## src/rtl/core_sequencer.sv

```systemverilog
// core_sequencer: multi-cycle control FSM for the RV32I core.
// Fetches an instruction into ir, classifies it by opcode and drives the
// one-cycle strobes for register file, PC and data memory.
// Optional build macro SEQ_INSTRET_EN adds a 32-bit retired-instruction
// counter on output instret.
module core_sequencer #(
  parameter int unsigned TIMEOUT = 16,
  parameter int unsigned TO_W    = 5
) (
  input  logic        clk,
  input  logic        rst_n,
  output logic        imem_req,
  input  logic        imem_ack,
  input  logic [31:0] imem_rdata,
  output logic        dmem_req,
  output logic        dmem_we,
  input  logic        dmem_ack,
  input  logic        branch_taken,
  output logic [31:0] ir,
  output logic [2:0]  state,
  output logic        rf_we,
  output logic        pc_we,
  output logic [1:0]  pc_sel,
  output logic        alu_src_imm,
  output logic        trap,
  output logic [1:0]  trap_cause
`ifdef SEQ_INSTRET_EN
  ,
  output logic [31:0] instret
`endif
);

  typedef enum logic [2:0] {
    S_IDLE   = 3'd0,
    S_FETCH  = 3'd1,
    S_DECODE = 3'd2,
    S_EXEC   = 3'd3,
    S_MEM    = 3'd4,
    S_WB     = 3'd5,
    S_TRAP   = 3'd6
  } state_e;

  localparam logic [4:0] OPC_LOAD   = 5'b00000;
  localparam logic [4:0] OPC_OP_IMM = 5'b00100;
  localparam logic [4:0] OPC_AUIPC  = 5'b00101;
  localparam logic [4:0] OPC_STORE  = 5'b01000;
  localparam logic [4:0] OPC_OP     = 5'b01100;
  localparam logic [4:0] OPC_LUI    = 5'b01101;
  localparam logic [4:0] OPC_BRANCH = 5'b11000;
  localparam logic [4:0] OPC_JALR   = 5'b11001;
  localparam logic [4:0] OPC_JAL    = 5'b11011;

  localparam logic [1:0] CAUSE_ILLEGAL = 2'b01;
  localparam logic [1:0] CAUSE_IMEM_TO = 2'b10;
  localparam logic [1:0] CAUSE_DMEM_TO = 2'b11;

  // Last cycle count before expiry; unused when TIMEOUT is 0.
  localparam logic [TO_W-1:0] TO_LAST = TO_W'(TIMEOUT - 1);

  state_e          state_q, state_d;
  logic [31:0]     ir_q, ir_d;
  logic [TO_W-1:0] cnt_q, cnt_d;
  logic            trap_q, trap_d;
  logic [1:0]      cause_q, cause_d;

  logic legal;
  logic is_load, is_store, is_branch, is_jal, is_jalr, uses_imm;
  logic to_expire;

  // Classify the latched instruction; anything unmatched (X/Z included) is illegal.
  always_comb begin
    legal     = 1'b0;
    is_load   = 1'b0;
    is_store  = 1'b0;
    is_branch = 1'b0;
    is_jal    = 1'b0;
    is_jalr   = 1'b0;
    uses_imm  = 1'b0;
    if (ir_q[1:0] == 2'b11) begin
      case (ir_q[6:2])
        OPC_LOAD:   begin legal = 1'b1; is_load = 1'b1;   uses_imm = 1'b1; end
        OPC_OP_IMM: begin legal = 1'b1;                   uses_imm = 1'b1; end
        OPC_AUIPC:  begin legal = 1'b1;                   uses_imm = 1'b1; end
        OPC_STORE:  begin legal = 1'b1; is_store = 1'b1;  uses_imm = 1'b1; end
        OPC_OP:     begin legal = 1'b1;                                    end
        OPC_LUI:    begin legal = 1'b1;                   uses_imm = 1'b1; end
        OPC_BRANCH: begin legal = 1'b1; is_branch = 1'b1;                  end
        OPC_JALR:   begin legal = 1'b1; is_jalr = 1'b1;   uses_imm = 1'b1; end
        OPC_JAL:    begin legal = 1'b1; is_jal = 1'b1;                     end
        default:    legal = 1'b0;
      endcase
    end
  end

  // Wait-limit reached on this cycle (an ack in the same cycle still wins).
  always_comb begin
    to_expire = (TIMEOUT != 0) && (cnt_q == TO_LAST);
  end

  // State, instruction register, timeout counter and sticky trap registers.
  always_ff @(posedge clk or negedge rst_n) begin
    if (!rst_n) begin
      state_q <= S_IDLE;
      ir_q    <= '0;
      cnt_q   <= '0;
      trap_q  <= 1'b0;
      cause_q <= '0;
    end else begin
      state_q <= state_d;
      ir_q    <= ir_d;
      cnt_q   <= cnt_d;
      trap_q  <= trap_d;
      cause_q <= cause_d;
    end
  end

  // Next-state logic, fault capture and timeout counter update.
  always_comb begin
    state_d = state_q;
    ir_d    = ir_q;
    trap_d  = trap_q;
    cause_d = cause_q;
    cnt_d   = '0;
    case (state_q)
      S_IDLE: state_d = S_FETCH;
      S_FETCH: begin
        if (imem_ack) begin
          ir_d    = imem_rdata;
          state_d = S_DECODE;
        end else if (to_expire) begin
          state_d = S_TRAP;
          trap_d  = 1'b1;
          cause_d = CAUSE_IMEM_TO;
        end
      end
      S_DECODE: begin
        if (legal) begin
          state_d = S_EXEC;
        end else begin
          state_d = S_TRAP;
          trap_d  = 1'b1;
          cause_d = CAUSE_ILLEGAL;
        end
      end
      S_EXEC: begin
        if (is_load || is_store) state_d = S_MEM;
        else if (is_branch)      state_d = S_FETCH;
        else                     state_d = S_WB;
      end
      S_MEM: begin
        if (dmem_ack) begin
          state_d = is_store ? S_FETCH : S_WB;
        end else if (to_expire) begin
          state_d = S_TRAP;
          trap_d  = 1'b1;
          cause_d = CAUSE_DMEM_TO;
        end
      end
      S_WB:   state_d = S_FETCH;
      S_TRAP: state_d = S_TRAP;
      default: state_d = S_IDLE;
    endcase
    // Counter restarts on every state entry and only runs while waiting on memory.
    if (state_d != state_q) begin
      cnt_d = '0;
    end else if (state_q == S_FETCH || state_q == S_MEM) begin
      cnt_d = cnt_q + 1'b1;
    end
  end

  // Strobe generation from the current state and decoded class.
  always_comb begin
    imem_req    = 1'b0;
    dmem_req    = 1'b0;
    dmem_we     = 1'b0;
    rf_we       = 1'b0;
    pc_we       = 1'b0;
    pc_sel      = 2'b00;
    alu_src_imm = 1'b0;
    case (state_q)
      S_FETCH: imem_req = 1'b1;
      S_EXEC: begin
        alu_src_imm = uses_imm;
        if (is_branch) begin
          pc_we  = 1'b1;
          pc_sel = branch_taken ? 2'b01 : 2'b00;
        end
      end
      S_MEM: begin
        dmem_req = 1'b1;
        dmem_we  = is_store;
        if (dmem_ack && is_store) pc_we = 1'b1;
      end
      S_WB: begin
        rf_we = 1'b1;
        pc_we = 1'b1;
        if (is_jal)       pc_sel = 2'b01;
        else if (is_jalr) pc_sel = 2'b10;
      end
      default: ;
    endcase
  end

  assign ir         = ir_q;
  assign state      = state_q;
  assign trap       = trap_q;
  assign trap_cause = cause_q;

`ifdef SEQ_INSTRET_EN
  logic [31:0] instret_q;

  // Retired-instruction count: one per PC update, wraps naturally.
  always_ff @(posedge clk or negedge rst_n) begin
    if (!rst_n) instret_q <= '0;
    else if (pc_we) instret_q <= instret_q + 32'd1;
  end

  assign instret = instret_q;
`endif

endmodule

```

## config.mk

```make
export PLATFORM = sky130hd
export DESIGN_NAME = core_sequencer
export DESIGN_NICKNAME = d
export VERILOG_FILES = /design/src/rtl/core_sequencer.sv
export SDC_FILE = /design/constraint.sdc
export NUM_CORES = 1
export LEC_CHECK = 0
export BUFFER_PORTS_ARGS = -buffer_cell sky130_fd_sc_hd__buf_2
export CAP_MARGIN = 30
export CORE_ASPECT_RATIO = 0.9
export CORE_UTILIZATION = 50
export CTS_CLUSTER_SIZE = 16
export DETAILED_ROUTE_END_ITERATION = 8
export HOLD_SLACK_MARGIN = 0.02
export PLACE_DENSITY = 0.95
export RECOVER_POWER = 100
export SLEW_MARGIN = 10
export SYNTH_ARGS = -nofsm -noshare
export SYNTH_HDL_FRONTEND = slang
export SYNTH_SLANG_ARGS = --single-unit
export TNS_END_PERCENT = 20
```

## constraint.sdc

```tcl
create_clock -name clk -period 4.8 [get_ports clk]
set_input_delay 0.24 -clock clk [delete_from_list [all_inputs] [get_ports clk]]
set_output_delay 0.24 -clock clk [all_outputs]
set_load 0.005 [all_outputs]
```

==> Yosys cells after proc, flatten, opt, wreduce, memory -nomap -nowiden <==
Cells that the tools add are included.
{ "word_totals": {"reg_bits": 43, "out_inout_bits": 46, "input_bits": 37} }
{ "op_classes": {"n_addsub": 1, "n_reduce_logical": 12, "muxes": 48, "eq_ne": 22} }
{ "op_table": {"columns": ["operator", "count"], "rows": [
  ["$mux 1", 27],
  ["$mux 3", 7],
  ["$eq 5x4->1 const B", 4],
  ["$pmux 3 s6", 1],
  ["$eq 5x5->1 const B", 3],
  ["$mux 2", 7],
  ["$eq 5x3->1 const B", 2],
  ["$mux 5", 2],
  ["$ne 2x2->1 const B", 5],
  ["$eq 3x3->1 const B", 3],
  ["$reduce_or 9->1", 1],
  ["$eq 3x2->1 const B", 2],
  ["$pmux 1 s3", 2],
  ["$pmux 2 s3", 1],
  ["$reduce_and 6->1", 1],
  ["$reduce_or 6->1", 1],
  ["$add 5x1->5 const B", 1],
  ["$logic_not 5->1", 1],
  ["$pmux 2 s2", 1],
  ["$reduce_and 4->1", 1],
  ["$eq 3x1->1 const B", 1],
  ["$logic_not 3->1", 1],
  ["$ne 3x3->1", 1],
  ["$reduce_bool 3->1", 1],
  ["other kinds (5)", 6]
]} }

==> Depth between registers and ports, before layout <==
{ "logic_depth": {"ltp_word": 8, "depth_mapped": 7, "ltp_nobuf": 7} }

==> Worst setup path after synthesis <==
Ideal clock, no wire load.
{ "synth_timing": {"path_kind": "register to register", "from": "register cnt_q[0]", "to": "register cnt_q[2]", "stages_incl_launch_ff": 8, "path_slack_ns": 2.991, "t_arrival_ns": 1.737, "setup_ns": 0.072, "cell_sequence": "dfrtp_1 ha_1 and3_1 ha_1 nor2_1 o21ai_0 a2111o_1 nor2_1"} }
{ "synth_via": {"elab_chain_cells": 6, "elab_cells_between_ends": 9, "cone_classes": "add/sub (1); eq/ne (2); mux (6)"} }
{ "synth_rtl": {"columns": ["element", "line_no", "rtl"], "rows": [
  ["from (decl)", "62", "logic [TO_W-1:0] cnt_q, cnt_d;"],
  ["from (signal assigned)", "111", "cnt_q <= cnt_d;"],
  ["$eq 5x4->1", "97", "to_expire = (TIMEOUT != 0) && (cnt_q == TO_LAST);"],
  ["$mux 3", "130, 153", null],
  ["$mux 3, on equally long branches", "151, 127", null],
  ["$pmux 3 s6", "124", "case (state_q)"],
  ["$ne 3x3->1", "164", "if (state_d != state_q) begin"],
  ["$mux 5 *", "164", null],
  ["via cnt_d[2]", "62", null]
]} }
Mark *: on every way through the listed nets, which the timed path passes. The rest lies on a longest branch.
A chain may end at the register's enable or synchronous reset.

==> Worst setup path after layout <==
{ "layout_timing": {"from": "register state_q[0], in the netlist state[0]", "to": "register ir_q[0], in the netlist ir[0]"} }
{ "layout_via": {"elab_chain_cells": 2} }
{ "layout_rtl": {"columns": ["element", "line_no", "rtl"], "rows": [
  ["from (decl)", "60", "state_e state_q, state_d;"],
  ["from (signal assigned)", "109", "state_q <= state_d;"],
  ["$eq 3x1->1", "124", null],
  ["$reduce_and 2->1 (no source line)", null, null],
  ["to (signal assigned)", "110", "ir_q <= ir_d;"],
  ["to (decl)", "61", "logic [31:0] ir_q, ir_d;"]
]} }
Every way passes these cells.

==> run_summary.xml <==
<?xml version="1.0" encoding="UTF-8"?>
<metrics>
  <group name="cells_and_area">
    <metric name="layout_common_cells" unit="">sky130_fd_sc_hd__buf_2 (54), sky130_fd_sc_hd__dfrtp_1 (43), sky130_fd_sc_hd__mux2_2 (31)</metric>
    <metric name="final_net_count" unit="">286</metric>
    <metric name="antenna_cells" unit="">0</metric>
    <metric name="final_layout_size_suffix_gt1_frac" unit="">0.4032</metric>
    <metric name="commonest_non_fill_non_tap_cell_in_the_layout" unit="">sky130_fd_sc_hd__buf_2</metric>
    <metric name="syn2layout_area_growth" unit="%">25.42</metric>
  </group>
  <group name="synthesis">
    <metric name="synth_area_per_cell" unit="sq um">12.28</metric>
    <metric name="yosys_register_bits" unit="">43</metric>
    <metric name="unique_cell_type_count_in_the_yosys_netlist" unit="">43</metric>
    <metric name="ys_async_sr_fraction" unit="">1.000</metric>
    <metric name="seq_area_frac_synth" unit="">0.5345</metric>
    <metric name="post_synth_main_area_contributors" unit="">sky130_fd_sc_hd__dfrtp_1 (53%), sky130_fd_sc_hd__mux2_2 (17%), sky130_fd_sc_hd__nor2_1 (2.1%)</metric>
    <metric name="synth-edff-count" unit="">0</metric>
    <metric name="syn_nets" unit="">203</metric>
    <metric name="yosysTopAreaCellShare" unit="">0.5345</metric>
    <metric name="syn-instance-count" unit="">164</metric>
    <metric name="synth_area" unit="sq um">2013</metric>
    <metric name="synth_largest_area_cell" unit="">sky130_fd_sc_hd__dfrtp_1</metric>
    <metric name="synth.yosys.warnings" unit="">0</metric>
    <metric name="synth_ff_type" unit="">sky130_fd_sc_hd__dfrtp_1</metric>
  </group>
  <group name="detailed_routing">
    <metric name="drcViolationCount" unit="">0</metric>
    <metric name="wire_length_per_cell_after_detailed_routing" unit="microns">15.00</metric>
    <metric name="firstDrtPassIters" unit="">4</metric>
    <metric name="dr.first_iter.drc_count" unit="">104</metric>
    <metric name="final_antenna_net_count" unit="">0</metric>
    <metric name="detail_route.wirelength" unit="mm">4.411</metric>
    <metric name="dr_total_vias" unit="">1602</metric>
    <metric name="avgViaCountPerCell" unit="">5.449</metric>
  </group>
  <group name="clocking">
    <metric name="numClockSinks" unit="">43</metric>
    <metric name="h-tree-depth" unit="">2</metric>
    <metric name="cts_root_buf" unit="">sky130_fd_sc_hd__clkbuf_8</metric>
    <metric name="cts_max_path_bufs" unit="">2</metric>
    <metric name="clock_slew_at_the_register_clock_pins_of_the_worst_setup_and_hold_paths" unit="ns">0.08</metric>
    <metric name="ctsResizeCount" unit="">0</metric>
    <metric name="worstSkewPairLatency" unit="ns">0.30</metric>
    <metric name="cts_tree" unit="">done</metric>
    <metric name="tritoncts.num_buffers" unit="">5</metric>
    <metric name="hold_buffers" unit="">0</metric>
    <metric name="cts_setup_buffers" unit="">0</metric>
  </group>
  <group name="worst_setup_path">
    <metric name="path_class" unit="">flip-flop to flip-flop</metric>
    <metric name="worst_ep_arrival_time" unit="ns">3.29</metric>
    <metric name="path_max_fanout" unit="">33</metric>
    <metric name="timing.critical_path.required" unit="ns">4.99</metric>
    <metric name="worstSetupStartpointType" unit="">flip-flop</metric>
    <metric name="cp-end-kind" unit="">flip-flop</metric>
  </group>
  <group name="floorplan">
    <metric name="number_of_rows_in_the_core_area" unit="">21</metric>
    <metric name="dieHeight" unit="microns">62.20</metric>
    <metric name="starting_density_of_the_core" unit="">0.5321</metric>
    <metric name="top_level_ports" unit="">83</metric>
    <metric name="dieWidth" unit="microns">68.89</metric>
    <metric name="area_of_the_core" unit="sq um">3784</metric>
    <metric name="die-area" unit="sq um">4284</metric>
  </group>
  <group name="sta">
    <metric name="rsz0062_at_grt" unit="">no</metric>
    <metric name="report.final.setup_viol" unit="">0</metric>
    <metric name="fin_ws" unit="ns">1.696</metric>
    <metric name="setup-tns-final" unit="ns">0</metric>
    <metric name="timing.final.crit_share" unit="">0.6466</metric>
    <metric name="worst_pin_slew" unit="ns">1.693</metric>
    <metric name="clock.fmax" unit="MHz">322.2</metric>
    <metric name="timing.final.hold_violations" unit="">0</metric>
    <metric name="period_minus_slack" unit="ns">3.104</metric>
    <metric name="worst_clock_skew" unit="ns">0.006138</metric>
    <metric name="report.final.slew_viol_count" unit="">67</metric>
    <metric name="maxSlewHeadroom" unit="">-0.1288</metric>
  </group>
  <group name="status">
    <metric name="violations" unit="">capacitance limit, slew limit</metric>
    <metric name="run_status" unit="">complete, but fails checks</metric>
  </group>
  <group name="global_routing">
    <metric name="grt_usage" unit="">0.2299</metric>
    <metric name="grt_start_max_net_pins" unit="">44</metric>
    <metric name="initial_antenna_violation_count" unit="">0</metric>
    <metric name="overflow" unit="">0</metric>
    <metric name="grt_pass1_wl" unit="mm">7.272</metric>
    <metric name="grt_pass1_vias" unit="">1571</metric>
  </group>
  <group name="power_and_ir_drop">
    <metric name="total_power" unit="W">0.001551</metric>
    <metric name="ir_drop" unit="V">0.0003137</metric>
    <metric name="total_leakage_power" unit="nW">1.123</metric>
    <metric name="cellPowerDensity" unit="nW/um^2">614.2</metric>
  </group>
  <group name="placed_design">
    <metric name="hpwlAfterDp" unit="mm">3.090</metric>
    <metric name="post-place-ws" unit="ns">2.727</metric>
    <metric name="portBuffers" unit="">82</metric>
    <metric name="place.gp.congestion" unit="">0.7880</metric>
  </group>
  <group name="flow_run">
    <metric name="number_of_max_cap_violations" unit="">2</metric>
  </group>
  <group name="min_path">
    <metric name="hp-class" unit="">input port to flip-flop</metric>
  </group>
</metrics>
-- state kept, by name, summed over array words and instances (netlist names) --
register,cells
trap,1
state,3
trap_cause,2
cnt_q,5
ir,32
-- logic make-up (layout without fill, tap and decap cells) --
logic type,after synthesis,count (layout),synth area share
muxes,31,31,0.1734
and+or+nand+nor,49,49,0.1485
AOI/OAI and AO/OA,25,25,0.08826
buffers and inverters,12,96,0.03418
adders and majority gates,2,2,0.01243
xor gates and xnor gates,2,2,0.008703
DFF,43,43,0.5345
-- power by group --
group / switching, W / internal [W] / leakage (nW)
logic: 0.000251 / 0.000324 / 0.546
clock network: 0.000125 / 0.000171 / 0.0618
registers: 0.000163 / 0.000516 / 0.515
total: 0.000540 / 0.00101 / 1.12
-- path summary, 6_finish.rpt --
check | end | slack (ns) | from | cells after the start
hold / removal | ir[4]$_DFFE_PN0P_ | 0.17 | imem_rdata[4] | 3
setup reg to reg | ir[0]$_DFFE_PN0P_ | 1.70 | state[0]$_DFF_PN0_ | 4
max in group asynchronous | cnt_q[1]$_DFF_PN0_ | 2.39 | rst_n | 3
hold reg to reg | cnt_q[0]$_DFF_PN0_ | 0.46 | cnt_q[0]$_DFF_PN0_ | 1
min in group asynchronous | ir[21]$_DFFE_PN0P_ | 0.48 | rst_n | 2
setup / recovery | ir[0]$_DFFE_PN0P_ | 1.70 | state[0]$_DFF_PN0_ | 4
-- critical path, stage by stage (launching register included) --
cell and delay [ns]:
sky130_fd_sc_hd__dfrtp_1 0.76, sky130_fd_sc_hd__nor3b_1 0.38, sky130_fd_sc_hd__and2_0 0.17, sky130_fd_sc_hd__clkbuf_1 1.21
sky130_fd_sc_hd__mux2_2 0.45
-- metal layers --
metal | wire (microns) | global-route usage | vias up
met5 | 0 | 0 | -
met2 | 2274 | 0.3665 | 63
met3 | 237 | 0.05515 | 11
li1 | - | - | 764
met4 | 99 | 0.09184 | 0
met1 | 1799 | 0.2950 | 764
-- synthesized netlist by cell type, types with 3 or more instances --
master	number
sky130_fd_sc_hd__inv_1	3
sky130_fd_sc_hd__nor2b_1	4
sky130_fd_sc_hd__a21oi_1	4
sky130_fd_sc_hd__dfrtp_1	43
sky130_fd_sc_hd__nor3_1	6
sky130_fd_sc_hd__mux2_2	31
sky130_fd_sc_hd__buf_2	4
sky130_fd_sc_hd__o21ai_0	7
sky130_fd_sc_hd__nand3_1	3
sky130_fd_sc_hd__nor4_1	3
sky130_fd_sc_hd__nand2b_1	3
sky130_fd_sc_hd__nand2_1	4
sky130_fd_sc_hd__nor2_1	11
sky130_fd_sc_hd__buf_4	3
-- area by class of cell --
class	count	area, sq um
Clock buffer	6	82.58
Clock inverter	2	38.79
Fill cell	298	1259
Inverter	3	11.26
Multi-Input combinational cell	109	863.3
Sequential cell	43	1076
Tap cell	46	57.56
Timing Repair Buffer	85	395.4
-- stage by stage --
stage / instances / cell area [sq um] / util / hold WS, ns
2_1_floorplan: 164 / 2013 / - / -0.05559
3_3_place_gp: 284 / 2431 / 0.6425 / 0.4200
3_5_place_dp: 284 / 2431 / 0.6425 / 0.4314
4_1_cts: 292 / 2552 / 0.6746 / 0.1051
5_1_grt: 294 / 2525 / 0.6673 / 0.1595
6_report: 294 / 2525 / 0.6673 / 0.1654
(Power assumes the default switching activity.)
